**config.mk**
```make
export PLATFORM = sky130hd
export DESIGN_NAME = seg_scan_ctrl
export DESIGN_NICKNAME = d
export VERILOG_FILES = /design/src/rtl/seg_scan_ctrl.sv
export SDC_FILE = /design/constraint.sdc
export NUM_CORES = 1
export LEC_CHECK = 0
export CORE_ASPECT_RATIO = 1.1
export CORE_MARGIN = 1
export CORE_UTILIZATION = 35
export DETAILED_ROUTE_END_ITERATION = 7
export GPL_TIMING_DRIVEN = 0
export PLACE_DENSITY = 0.58
export REMOVE_ABC_BUFFERS = 1
export SLEW_MARGIN = 0
export SYNTH_ARGS = -nofsm -noshare
export SYNTH_HDL_FRONTEND = slang
export SYNTH_SLANG_ARGS = --single-unit
```
**constraint.sdc**
```tcl
create_clock -name clk -period 5.35 [get_ports clk]
set_input_delay 0.8025 -clock clk [delete_from_list [all_inputs] [get_ports clk]]
set_output_delay 0.8025 -clock clk [all_outputs]
set_load 0.05 [all_outputs]
```
**src/rtl/seg_scan_ctrl.sv**
```systemverilog
// Seven-segment scan controller: one digit per slot through a shared BCD decoder,
// with a dark gap at each slot start and a shadow register for tear-free updates.
module seg_scan_ctrl #(
  parameter int NUM_DIGITS = 4,
  parameter int DIV        = 50000,
  parameter int BLANK      = 4
) (
  input  logic                    clk,
  input  logic                    rst_n,
  input  logic                    enable,
  input  logic                    lzb,
  input  logic                    load,
  input  logic [4*NUM_DIGITS-1:0] load_data,
  output logic [3:0]              dec_in,
  input  logic [6:0]              seg_in,
  output logic [6:0]              seg_out,
  output logic [NUM_DIGITS-1:0]   dig_sel,
  output logic                    frame_done
);

  localparam int CW = $clog2(DIV);
  localparam int IW = $clog2(NUM_DIGITS);
  localparam int DW = 4 * NUM_DIGITS;
  localparam logic [CW-1:0] CNT_MAX   = CW'(DIV - 1);
  localparam logic [CW-1:0] CNT_BLANK = CW'(BLANK);
  localparam logic [IW-1:0] IDX_MAX   = IW'(NUM_DIGITS - 1);

  typedef enum logic {IDLE, SCAN} state_t;

  state_t          state;
  logic [CW-1:0]   cnt;
  logic [IW-1:0]   idx;
  logic [DW-1:0]   active;
  logic [DW-1:0]   shadow;
  logic            pending;

  logic [3:0]            cur_nib;
  logic                  upper_zero;
  logic [NUM_DIGITS-1:0] sel_onehot;
  logic                  blank_dig;
  logic                  slot_end;
  logic                  frame_wrap;

  // Current nibble, its one-hot select, and whether every digit from idx upward is zero.
  always_comb begin
    cur_nib    = 4'd0;
    upper_zero = 1'b1;
    sel_onehot = '0;
    for (int i = 0; i < NUM_DIGITS; i++) begin
      if (idx == IW'(i)) begin
        cur_nib       = active[4*i +: 4];
        sel_onehot[i] = 1'b1;
      end
      if (IW'(i) >= idx && active[4*i +: 4] != 4'd0) begin
        upper_zero = 1'b0;
      end
    end
  end

  assign dec_in     = cur_nib;
  assign blank_dig  = (cur_nib > 4'd9) || (lzb && (idx != '0) && upper_zero);
  assign slot_end   = (cnt == CNT_MAX);
  assign frame_wrap = slot_end && (idx == IDX_MAX);

  always_ff @(posedge clk or negedge rst_n) begin
    if (!rst_n) begin
      state      <= IDLE;
      cnt        <= '0;
      idx        <= '0;
      active     <= '0;
      shadow     <= '0;
      pending    <= 1'b0;
      seg_out    <= '0;
      dig_sel    <= '0;
      frame_done <= 1'b0;
    end else begin
      case (state)
        IDLE: begin
          cnt        <= '0;
          idx        <= '0;
          seg_out    <= '0;
          dig_sel    <= '0;
          frame_done <= 1'b0;
          // A direct load wins over a deferred shadow commit on scan entry.
          if (load) begin
            active  <= load_data;
            pending <= 1'b0;
          end else if (enable && pending) begin
            active  <= shadow;
            pending <= 1'b0;
          end
          if (enable) begin
            state <= SCAN;
          end
        end

        SCAN: begin
          if (!enable) begin
            state      <= IDLE;
            cnt        <= '0;
            idx        <= '0;
            seg_out    <= '0;
            dig_sel    <= '0;
            frame_done <= 1'b0;
          end else begin
            cnt <= slot_end ? '0 : cnt + 1'b1;
            if (slot_end) begin
              idx <= (idx == IDX_MAX) ? '0 : idx + 1'b1;
            end
            if (cnt < CNT_BLANK) begin
              dig_sel <= '0;
              seg_out <= '0;
            end else begin
              dig_sel <= sel_onehot;
              seg_out <= blank_dig ? 7'd0 : seg_in;
            end
            frame_done <= frame_wrap;
          end

          // Commit only at a frame boundary so a frame never mixes old and new digits.
          if (enable && frame_wrap) begin
            pending <= 1'b0;
            if (load) begin
              active <= load_data;
              shadow <= load_data;
            end else if (pending) begin
              active <= shadow;
            end
          end else if (load) begin
            shadow  <= load_data;
            pending <= 1'b1;
          end
        end

        default: state <= IDLE;
      endcase
    end
  end

endmodule

```
==> results.md <==
* Status: finished, final reports clean
* Clock group share of total power at 32.1%
* YS warnings at 0
* # hold bufs at CTS at 0
* Routed WL at 6010 µm
* Hold crit path type: flip-flop to flip-flop
* Routed Antenna Nets at 0
* Avg Inst Size Synth at 12.0 µm²
* Cells after Synth at 260
* Maximum VDD drop at 104 µV
* Drt pass-1 iters at 4
* Synth cell types at 46
* Die height at 101 µm
* Worst reg2reg endpoint: seg_out[6]
* Reg2reg path depth at 6
* Cts repair resizes at 0
* WS Path Type: flip-flop to output pin
* Post-detail-place hpwl at 4190 µm
* Combinational group share of total power at 16.8%
* Final setup violation count at 0
* Worst-path clk slew at 0.07 ns
* Fin crit period at 3.42 ns
* Standard-cell rows at 35
* CP Capture Type: output pin
* Min-Delay Endpoint: cnt[0]
* Uppermost layer routed: met4
* CTS tree: yes
* Worst Tran Pin Value at 0.909 ns
* Initial antenna violation count at 0
* Reg-to-reg slack, setup at 3.02 ns
* H-Tree Level Count at 3
* Highest fanout seen on the critical path at 10
* Fmax at 0.293 GHz
* Core Area at 8540 µm²
* Net Sw Frac at 27.0%
* PD cells at 290 nW/µm²
* Total GRT Usage at 14.3%
* Netlist area before placement at 3130 µm²
* Largest net degree at the start of global routing at 65
* Reg power frac at 51.1%
* Share of cells above drive strength 1 at 24.0%
* # DRC at 0
* RSZ-0062 raised after global routing: false
* Boundary Pins at 44
* CP startpoint kind: flip-flop
* EDFF count, synth at 0
* DR iter-0 viols at 92
* Met3 WL at 186 µm
* Die area at 9330 µm²
* Rel. slew slack at 39.2%
* #FFs+latches synth at 64
* Postcts setup bufs at 0
* CP required at 4.55 ns
* CTS max path bufs at 2
* Reg2reg start: idx[1]
* Leak at 1.56 nW
* Non-Filler Instances at 419
* Hold Path Origin: cnt[0]
* Clk_lat worst skew at 0.33 ns
* Syn-to-layout area delta at 21.6%
* MaxCap Viol Count at 0
* Post-synthesis sequential area ratio at 51.1%
* CTS Root Cell: clkbuf_8
* Final Hold Viols at 0
* Die width at 92.2 µm
* First-pass GRT wire length at 10300 µm
* Gpl congestion at 0.829
* Internal at 0.806 mW
* Asr flop ratio synth at 100%
* ANT cells at 0
* Vias in the first global route at 2083
* WHS Path Cells at 1
* Final slew viol count at 0
* Synth Flop Type: dfrtp_1
* Port Buffers at 43
* CP Data Arrival Time at 2.61 ns
* Clock sinks at 64
* Setup TNS at 0 ns
* Via-to-Cell Ratio at 5.00
* Met1 WL at 2970 µm
* Fin crit share at 63.9%
* GR Overflow Total at 0
* CTS buffer count at 9
* Final nets at 339
* Vias at 2095
* Avg WL per Cell at 14.4 µm
* Initial Util at 36.7%
* Placed Cells incl. Taps at 405
* Clk_skew at 0.00772 ns
* Wire length on met2 at 2750 µm
* NetSw at 0.298 mW
==> layout by cell type, fill, tap and decap left out, types with 2 or more instances in the layout <==
master           netlist  layout
dfrtp_1               64      64
clkdlybuf4s50_1        0      42
mux2_2                37      37
nor2_1                22      22
inv_1                 13      13
nand2_1               10      10
xnor2_1               10      10
clkbuf_8               0      10
mux2_4                 9       9
a21oi_1                7       7
nor4_1                 7       7
nor4b_1                7       7
nand3_1                7       7
ha_1                   6       6
nor2b_1                5       5
a211oi_1               4       4
nor3_1                 4       4
nand3b_1               3       3
nand4_1                3       3
or2_2                  3       3
o21ai_0                3       3
clkinv_2               0       3
nor3b_1                2       2
o31ai_1                2       2
xor2_1                 2       2
mux2i_1                2       2
==> registers in the layout, summed over array words and instances (netlist names) <==
name	count
pending	1
dig_sel	4
state	1
active	16
seg_out	7
idx	2
frame_done	1
cnt	16
shadow	16
==> worst max-delay path, cell delays in order, from the launching register on <==
cell             delay (ns)
dfrtp_1                0.44
inv_1                  0.10
ha_1                   0.32
a211oi_1               0.12
a211oi_1               0.42
clkdlybuf4s50_1        0.88
==> cell usage after synthesis, types with 5 or more instances <==
| cell | n | area (µm²) |
|---|---|---|
| dfrtp_1 | 64 | 1600 |
| nor2_1 | 22 | 82.6 |
| nor4_1 | 7 | 43.8 |
| xnor2_1 | 10 | 87.6 |
| nor4b_1 | 7 | 61.3 |
| nand2_1 | 10 | 37.5 |
| inv_1 | 13 | 48.8 |
| mux2_2 | 37 | 417 |
| a21oi_1 | 7 | 35.0 |
| nor2b_1 | 5 | 31.3 |
| nand3_1 | 7 | 35.0 |
| mux2_4 | 9 | 135 |
| ha_1 | 6 | 75.1 |
==> stage by stage <==
step	cell area, µm²	hold slack, ns	setup WS, ns	total power [mW]	util (%)
2_1_floorplan	3080	0.455	2.41	0.688	-
3_3_place_gp	3650	0.476	1.36	0.758	42.8
3_5_place_dp	3650	0.488	1.84	0.763	42.7
4_1_cts	3810	0.497	1.90	1.12	44.6
5_1_grt	3810	0.513	1.74	1.15	44.6
6_report	3810	0.493	1.93	1.10	44.6
==> worst max-delay path by stage <==
| stage | start | end |
|---|---|---|
| final | idx[1] | dec_in[2] |
| after global routing | idx[0] | dec_in[1] |
| after CTS | idx[1] | dec_in[2] |
| after detailed placement | load | active[3] |
| after global placement | rst_n | state |
| after floorplan | idx[1] | dec_in[1] |
==> routing by layer <==
layer	global-route usage, %	vias up
li1	-	1016
met1	19.6	1029
met2	21.7	40
met3	2.70	10
met4	7.57	0
met5	0	-
==> cell families after synthesis <==
logic type / synth area share (%)
AND/OR/NAND/NOR: 15.7
multiplexers: 18.3
flip-flops: 51.1
buffers and inverters: 3.16
adder cells (fa/ha/maj): 2.40
XOR/XNOR: 3.36
AO/OA/AOI/OAI: 5.99
==> power by group through the flow <==
| stage | Sequential [mW] | Combinational [mW] | Clock (mW) |
|---|---|---|---|
| after floorplan | 0.562 | 0.125 | 0 |
| after global placement | 0.571 | 0.186 | 0 |
| after detailed placement | 0.573 | 0.189 | 0 |
| after CTS | 0.565 | 0.190 | 0.361 |
| after global routing | 0.571 | 0.201 | 0.382 |
| final | 0.564 | 0.186 | 0.354 |
==> cell type report <==
cell class	instances	area, µm²
tap	111	139
multi-input combinational	174	1430
clock inverter	4	22.5
sequential	64	1600
timing repair buffer	43	428
fill	824	4730
clock buffer	10	138
inverter	13	48.8
No activity file was read; power rests on OpenSTA's default activity.
